[src/rtl/back_propagation_output_layer_vector.sv]
// back_propagation_output_layer_vector: serial delta/error computation for the DQN output layer
// through one shared FP32 adder and multiplier, with optional single-action masking.
module adder_floating_point32 #(
    parameter int LAT = 7
) (
    input  logic        clk,
    input  logic        rst_n,
    input  logic        valid_in,
    input  logic [31:0] in_a,
    input  logic [31:0] in_b,
    output logic        valid_out,
    output logic [31:0] result
);
    // Denormals flush to zero; round to nearest even on three guard bits.
    function automatic logic [31:0] fp_add(input logic [31:0] a, input logic [31:0] b);
        logic [31:0] x, y;
        logic [26:0] mx, my, sh;
        logic [27:0] s;
        logic [7:0]  d;
        logic [24:0] m;
        int e;
        x = (a[30:0] >= b[30:0]) ? a : b;
        y = (a[30:0] >= b[30:0]) ? b : a;
        mx = (x[30:23] == 8'd0) ? 27'd0 : {1'b1, x[22:0], 3'b000};
        my = (y[30:23] == 8'd0) ? 27'd0 : {1'b1, y[22:0], 3'b000};
        d = x[30:23] - y[30:23];
        sh = (d > 8'd26) ? {26'd0, |my} : (my >> d) | {26'd0, |(my & ((27'd1 << d) - 27'd1))};
        s = (x[31] == y[31]) ? {1'b0, mx} + {1'b0, sh} : {1'b0, mx} - {1'b0, sh};
        e = int'(x[30:23]);
        if (s == 28'd0) return 32'd0;
        if (s[27]) begin
            s = {1'b0, s[27:2], s[1] | s[0]};
            e++;
        end
        for (int i = 0; i < 26; i++)
            if (!s[26]) begin
                s = s << 1;
                e--;
            end
        m = {1'b0, s[26:3]} + {24'd0, s[2] & (s[1] | s[0] | s[3])};
        if (m[24]) begin
            m = m >> 1;
            e++;
        end
        if (e <= 0) return 32'd0;
        if (e >= 255) return {x[31], 8'hff, 23'd0};
        return {x[31], e[7:0], m[22:0]};
    endfunction

    logic [LAT-1:0] v;
    logic [31:0]    r [LAT];

    always_ff @(posedge clk or negedge rst_n)
        if (!rst_n) begin
            v <= '0;
            for (int i = 0; i < LAT; i++) r[i] <= '0;
        end else begin
            v <= LAT'({v, valid_in});
            r[0] <= fp_add(in_a, in_b);
            for (int i = 1; i < LAT; i++) r[i] <= r[i-1];
        end

    assign valid_out = v[LAT-1];
    assign result    = r[LAT-1];
endmodule

module multiplier_floating_point32 #(
    parameter int LAT = 7
) (
    input  logic        clk,
    input  logic        rst_n,
    input  logic        valid_in,
    input  logic [31:0] in_a,
    input  logic [31:0] in_b,
    output logic        valid_out,
    output logic [31:0] result
);
    function automatic logic [31:0] fp_mul(input logic [31:0] a, input logic [31:0] b);
        logic [47:0] p;
        logic [24:0] m;
        logic        sg, g, st;
        int e;
        sg = a[31] ^ b[31];
        if (a[30:23] == 8'd0 || b[30:23] == 8'd0) return {sg, 31'd0};
        p = {1'b1, a[22:0]} * {1'b1, b[22:0]};
        e = int'(a[30:23]) + int'(b[30:23]) - 127;
        if (p[47]) begin
            m = {1'b0, p[47:24]};
            g = p[23];
            st = |p[22:0];
            e++;
        end else begin
            m = {1'b0, p[46:23]};
            g = p[22];
            st = |p[21:0];
        end
        m = m + {24'd0, g & (st | m[0])};
        if (m[24]) begin
            m = m >> 1;
            e++;
        end
        if (e <= 0) return {sg, 31'd0};
        if (e >= 255) return {sg, 8'hff, 23'd0};
        return {sg, e[7:0], m[22:0]};
    endfunction

    logic [LAT-1:0] v;
    logic [31:0]    r [LAT];

    always_ff @(posedge clk or negedge rst_n)
        if (!rst_n) begin
            v <= '0;
            for (int i = 0; i < LAT; i++) r[i] <= '0;
        end else begin
            v <= LAT'({v, valid_in});
            r[0] <= fp_mul(in_a, in_b);
            for (int i = 1; i < LAT; i++) r[i] <= r[i-1];
        end

    assign valid_out = v[LAT-1];
    assign result    = r[LAT-1];
endmodule

module back_propagation_output_layer_vector #(
    parameter int DATA_WIDTH = 32,
    parameter int NUM_OUT    = 3,
    parameter int IDX_WIDTH  = 2,
    parameter int ADD_LAT    = 7,
    parameter int MUL_LAT    = 7
) (
    input  logic                          clk,
    input  logic                          rst_n,
    input  logic                          i_valid,
    output logic                          o_ready,
    input  logic                          i_mask_mode,
    input  logic [IDX_WIDTH-1:0]          i_action,
    input  logic [DATA_WIDTH*NUM_OUT-1:0] i_data_node,
    input  logic [DATA_WIDTH*NUM_OUT-1:0] i_data_expected,
    input  logic [DATA_WIDTH*NUM_OUT-1:0] i_data_point,
    output logic                          o_valid,
    output logic [IDX_WIDTH-1:0]          o_index,
    output logic [DATA_WIDTH-1:0]         o_delta_point,
    output logic [DATA_WIDTH-1:0]         o_error_point,
    output logic                          o_last
);
    localparam logic [1:0] IDLE = 2'd0, ISSUE = 2'd1, DRAIN = 2'd2;
    localparam logic [IDX_WIDTH-1:0] LAST = IDX_WIDTH'(NUM_OUT - 1);

    logic [1:0]                    state;
    logic [IDX_WIDTH-1:0]          cnt, action;
    logic                          mask_mode;
    logic [DATA_WIDTH*NUM_OUT-1:0] node, expected, point;
    logic [DATA_WIDTH-1:0]         node_k, exp_k, point_k, sum, prod;
    logic                          add_valid, mul_valid;
    logic [IDX_WIDTH-1:0]          idx_a [ADD_LAT];
    logic [IDX_WIDTH-1:0]          idx_m [MUL_LAT];
    logic                          msk_a [ADD_LAT];
    logic                          msk_m [MUL_LAT];
    logic [DATA_WIDTH-1:0]         dlt_m [MUL_LAT];
    logic                          live;

    assign o_ready = state == IDLE;
    assign node_k  = node[cnt*DATA_WIDTH +: DATA_WIDTH];
    assign exp_k   = expected[cnt*DATA_WIDTH +: DATA_WIDTH];
    assign point_k = point[idx_a[ADD_LAT-1]*DATA_WIDTH +: DATA_WIDTH];
    assign live    = mul_valid && !msk_m[MUL_LAT-1];

    adder_floating_point32 #(.LAT(ADD_LAT)) adder (
        .clk(clk), .rst_n(rst_n), .valid_in(state == ISSUE), .in_a(node_k),
        .in_b({~exp_k[DATA_WIDTH-1], exp_k[DATA_WIDTH-2:0]}), .valid_out(add_valid), .result(sum)
    );

    multiplier_floating_point32 #(.LAT(MUL_LAT)) multiplier (
        .clk(clk), .rst_n(rst_n), .valid_in(add_valid), .in_a(point_k),
        .in_b(sum), .valid_out(mul_valid), .result(prod)
    );

    always_ff @(posedge clk or negedge rst_n)
        if (!rst_n) begin
            state     <= IDLE;
            cnt       <= '0;
            action    <= '0;
            mask_mode <= 1'b0;
            node      <= '0;
            expected  <= '0;
            point     <= '0;
        end else begin
            case (state)
                IDLE:
                    if (i_valid) begin
                        state     <= ISSUE;
                        cnt       <= '0;
                        action    <= i_action;
                        mask_mode <= i_mask_mode;
                        node      <= i_data_node;
                        expected  <= i_data_expected;
                        point     <= i_data_point;
                    end
                ISSUE: begin
                    cnt   <= (cnt == LAST) ? '0 : cnt + 1'b1;
                    state <= (cnt == LAST) ? DRAIN : ISSUE;
                end
                DRAIN: state <= o_last ? IDLE : DRAIN;
                default: state <= IDLE;
            endcase
        end

    // Index, mask and delta ride beside the FP pipelines so several channels can be in flight.
    always_ff @(posedge clk or negedge rst_n)
        if (!rst_n) begin
            for (int i = 0; i < ADD_LAT; i++) begin
                idx_a[i] <= '0;
                msk_a[i] <= 1'b0;
            end
            for (int i = 0; i < MUL_LAT; i++) begin
                idx_m[i] <= '0;
                msk_m[i] <= 1'b0;
                dlt_m[i] <= '0;
            end
        end else begin
            idx_a[0] <= cnt;
            msk_a[0] <= mask_mode && cnt != action;
            for (int i = 1; i < ADD_LAT; i++) begin
                idx_a[i] <= idx_a[i-1];
                msk_a[i] <= msk_a[i-1];
            end
            idx_m[0] <= idx_a[ADD_LAT-1];
            msk_m[0] <= msk_a[ADD_LAT-1];
            dlt_m[0] <= sum;
            for (int i = 1; i < MUL_LAT; i++) begin
                idx_m[i] <= idx_m[i-1];
                msk_m[i] <= msk_m[i-1];
                dlt_m[i] <= dlt_m[i-1];
            end
        end

    always_ff @(posedge clk or negedge rst_n)
        if (!rst_n) begin
            o_valid       <= 1'b0;
            o_last        <= 1'b0;
            o_index       <= '0;
            o_delta_point <= '0;
            o_error_point <= '0;
        end else begin
            o_valid       <= mul_valid;
            o_last        <= mul_valid && idx_m[MUL_LAT-1] == LAST;
            o_index       <= mul_valid ? idx_m[MUL_LAT-1] : '0;
            o_delta_point <= live ? dlt_m[MUL_LAT-1] : '0;
            o_error_point <= live ? prod : '0;
        end
endmodule

[config.mk]
export PLATFORM = sky130hd
export DESIGN_NAME = back_propagation_output_layer_vector
export DESIGN_NICKNAME = d
export VERILOG_FILES = /design/src/rtl/back_propagation_output_layer_vector.sv
export SDC_FILE = /design/constraint.sdc
export NUM_CORES = 2
export LEC_CHECK = 0
export BUFFER_PORTS_ARGS = -buffer_cell sky130_fd_sc_hd__buf_2
export CELL_PAD_IN_SITES_DETAIL_PLACEMENT = 0
export CELL_PAD_IN_SITES_GLOBAL_PLACEMENT = 1
export CORE_MARGIN = 2
export CORE_UTILIZATION = 53
export CTS_CLUSTER_SIZE = 25
export DETAILED_ROUTE_END_ITERATION = 8
export HOLD_SLACK_MARGIN = 0.08
export PLACE_DENSITY_LB_ADDON = 0.15
export SETUP_SLACK_MARGIN = 0.1
export SLEW_MARGIN = 20
export SYNTH_ARGS = -nofsm -noshare
export SYNTH_HDL_FRONTEND = slang
export SYNTH_SLANG_ARGS = --single-unit
[constraint.sdc]
create_clock -name clk -period 56.5 [get_ports clk]
set_input_delay 8.475 -clock clk [delete_from_list [all_inputs] [get_ports clk]]
set_output_delay 8.475 -clock clk [all_outputs]
set_load 0.005 [all_outputs]
==> run_results.csv <==
group,metric,value,unit
cts,cts_max_level,3,
setup_path,cp-endpoint,"adder.r[214]",
min_path,hp-class,"reg2reg",
cts,post_cts_buffers,0,
yosys,avgSynthCellArea,9.18,µm²
yosys,ys_types,127,
cells_and_area,final_cell_area,83600,µm²
yosys,synth_top_area_cell,"dfrtp_1",
route,drtIter0Drc,4931,
setup_path,critPathLaunch,"cnt[1]",
floorplanning,core,142000,µm²
floorplanning,rows,138,
yosys,netlist_area,75900,µm²
cts,cts_root_buf,"clkbuf_16",
setup_path,critPathMaxFanout,98,
floorplanning,die_x,382,µm
sta,max_slew_margin,0.284,
job,maxCapViolCount,0,
yosys,async_flop_share,1.00,
setup_path,slowest_stage,"nor2_4",
route,wl_per_cell,20.9,µm
setup_path,r2r_setup_slack,25.06,ns
cts,cts_sinks,1091,
setup_path,endpoint_kind,"flop",
setup_path,cpMostUsedCell,"ha_1",
setup_path,timing.rr.start,"cnt[1]",
cts,cts_resized,0,
setup_path,reg2reg_depth,126,
yosys,syn-instance-count,8265,
sta,max_freq,31.8,MHz
sta,period_minus_slack,31.44,ns
sta,setup_ws,25.06,ns
sta,tightest_slew,1.06,ns
yosys,syn-num-nets,9318,
yosys,yosysSeqAreaShare,0.360,
cts,clkLatencyLatePin,0.76,ns
route,dr.pass1.iters,8,
sta,fin_crit_sh,0.556,
floorplanning,initial_core_util,0.535,
yosys,synthTopCellsByArea,"dfrtp_1, fa_1, nand2_1, ha_1, inv_1",
setup_path,required,57.05,ns
grt,antenna_found_initial,2,
placed_design,post-place-ws,25.43,ns
setup_path,start_kind,"flop",
placed_design,hpwl,160000,µm
placed_design,gp_congestion,0.925,
grt,grt-ovfl-total,0,
outcome,failed_checks,"DRC",
cells_and_area,area_growth,10.1,%
setup_path,crit_arrival,31.99,ns
placed_design,port-buffer-count,362,
route,drc,1,
grt,grt_pass1_vias,62500,
cts,clk_pin_slew_worst_paths,0.08,ns
cts,cts_hold_buf,0,
sta,drv_slew,0,
sta,setup_viol_count_final,0,
sta,fin_skew,0.126,ns
setup_path,path_class,"reg2reg",
cells_and_area,layout-drive-gt1-share,0.104,
sta,rsz0062_at_grt,"no",
route,wl,218000,µm
setup_path,r2r_end,"adder.r[214]",
cts,cts_tree,"done",
setup_path,slowest_delay,0.87,ns
route,vias,60700,
grt,grt_max_degree,204,
route,ant_nets,0,
outcome,status,"finished with violations",
yosys,synthFlopType,"dfrtp_1",
cts,cts_buffers,106,
placed_design,place_area,79800,µm²
yosys,synth_top_area_share,0.360,
sta,hold_viol,0,
floorplanning,die_y,382,µm
cts,clockBufferDepth,3,
yosys,synth_edf_count,0,
sta,fin_hold_ws,0.254,ns
floorplanning,io_pins,363,
grt,track_usage,0.301,
yosys,yosys_warnings,0,
yosys,synth_seq_cells,1091,
floorplanning,die_area,146000,µm²
grt,grt_pass1_wl,350000,µm
cells_and_area,nNetsFinal,9547,
sta,fin_tns_setup,0,ns
route,routed_via_density,5.80,
## cell families (layout without fill, tap and decap cells)
| group | count (synthesis) | after routing | share of synthesized area |
|---|---|---|---|
| flip-flops | 1091 | 1091 | 0.360 |
| AND/OR/NAND/NOR | 3341 | 3341 | 0.205 |
| multiplexers | 226 | 226 | 0.0318 |
| adder cells (fa/ha/maj) | 760 | 760 | 0.173 |
| buffers and inverters | 1019 | 1332 | 0.0512 |
| XOR/XNOR | 387 | 387 | 0.0521 |
| AO/OA/AOI/OAI | 1441 | 1441 | 0.127 |
| other | 0 | 1 | 0 |
## cells in the final DEF (no fill, tap or decap), types with 52 or more instances in the layout
cell type  Yosys  final
a21oi_1      333    333
a21o_1        56     56
xor2_1       109    108
a31oi_1       52     52
nand3_1      201    201
dfrtp_1     1091   1088
fa_1         484    484
nor2_1       463    461
a211oi_1      93     92
nand4_1       64     64
and2_1       334    334
inv_1        630    630
xnor2_1      231    230
and3_1        79     79
nor3_1       162    161
nor4_1        71     69
o31ai_1       57     57
nand2_1     1662   1661
ha_1         275    275
buf_4          4    135
mux2i_1      183    182
o21ai_0      313    289
clkbuf_16      0    106
buf_2         15    361
o211ai_1      73     73
## worst min path at each step
| stage | endpoint | slack, ns | start | cells past startpoint |
|---|---|---|---|---|
| 6_report | multiplier.r[163] | 0.25 | multiplier.r[195] | 0 |
| 5_1_grt | multiplier.r[101] | 0.26 | multiplier.r[133] | 0 |
| 2_1_floorplan | adder.r[100] | 0.33 | adder.r[132] | 0 |
| 3_3_place_gp | adder.r[49] | 0.33 | adder.r[81] | 0 |
| 4_1_cts | multiplier.r[163] | 0.24 | multiplier.r[195] | 0 |
| 3_5_place_dp | adder.r[117] | 0.33 | adder.r[149] | 0 |
## cell usage after synthesis, drive strengths merged (64+ instances only)
cell    instances
xnor2         253
dfrtp        1091
and3           79
a21oi         337
clkbuf        331
nor4           73
fa            484
nand2        1664
inv           632
nand3         203
and2          336
o21ai         342
ha            275
a211oi         97
nor3          177
nand4          64
xor2          120
nor2          466
o211ai         74
mux2i         184
## per-layer routing
layer  wire (µm)  up-vias  GRT usage
met5           0        -          0
met4        7420        0     0.0974
met3       12300      390     0.0386
met2      107000     1918      0.513
met1       91900    30100      0.399
li1            -    28300          -
## area by class of cell
cell class,instances,area (µm²)
multi-input cells,6155,44800
clock buffers,146,3030
clock inverters,46,657
inverters,635,2380
diodes,1,2.50
flip-flops and latches,1091,27300
repair buffers,505,2990
well taps,1890,2360
fillers,12200,58200
## critical path: cells and delay by family (launching register included)
family / cells / cell delay, ns
adders and majority gates: 29 / 9.21
xor gates and xnor gates: 3 / 1.09
AOI/OAI and AO/OA: 32 / 7.54
and+or+nand+nor: 43 / 7.40
buffers and inverters: 7 / 2.69
muxes: 12 / 2.84
DFF: 1 / 0.34
## sequential cells by signal, summed over array words and instances (netlist names), 32 cells and up
| register | cells |
|---|---|
| expected | 96 |
| o_error_point | 32 |
| adder.result | 32 |
| o_delta_point | 32 |
| multiplier.r | 192 |
| dlt_m | 224 |
| point | 96 |
| adder.r | 192 |
| multiplier.result | 32 |
| node | 96 |
## through the flow
step / utilization / instances
final: 0.590 / 10500
after floorplan: - / 8265
after global placement: 0.563 / 10300
after detailed placement: 0.563 / 10300
after global routing: 0.590 / 10500
after CTS: 0.589 / 10500
Power is not shown: default switching activity piles up to over one toggle a cycle in this logic, so the estimate is an artifact.
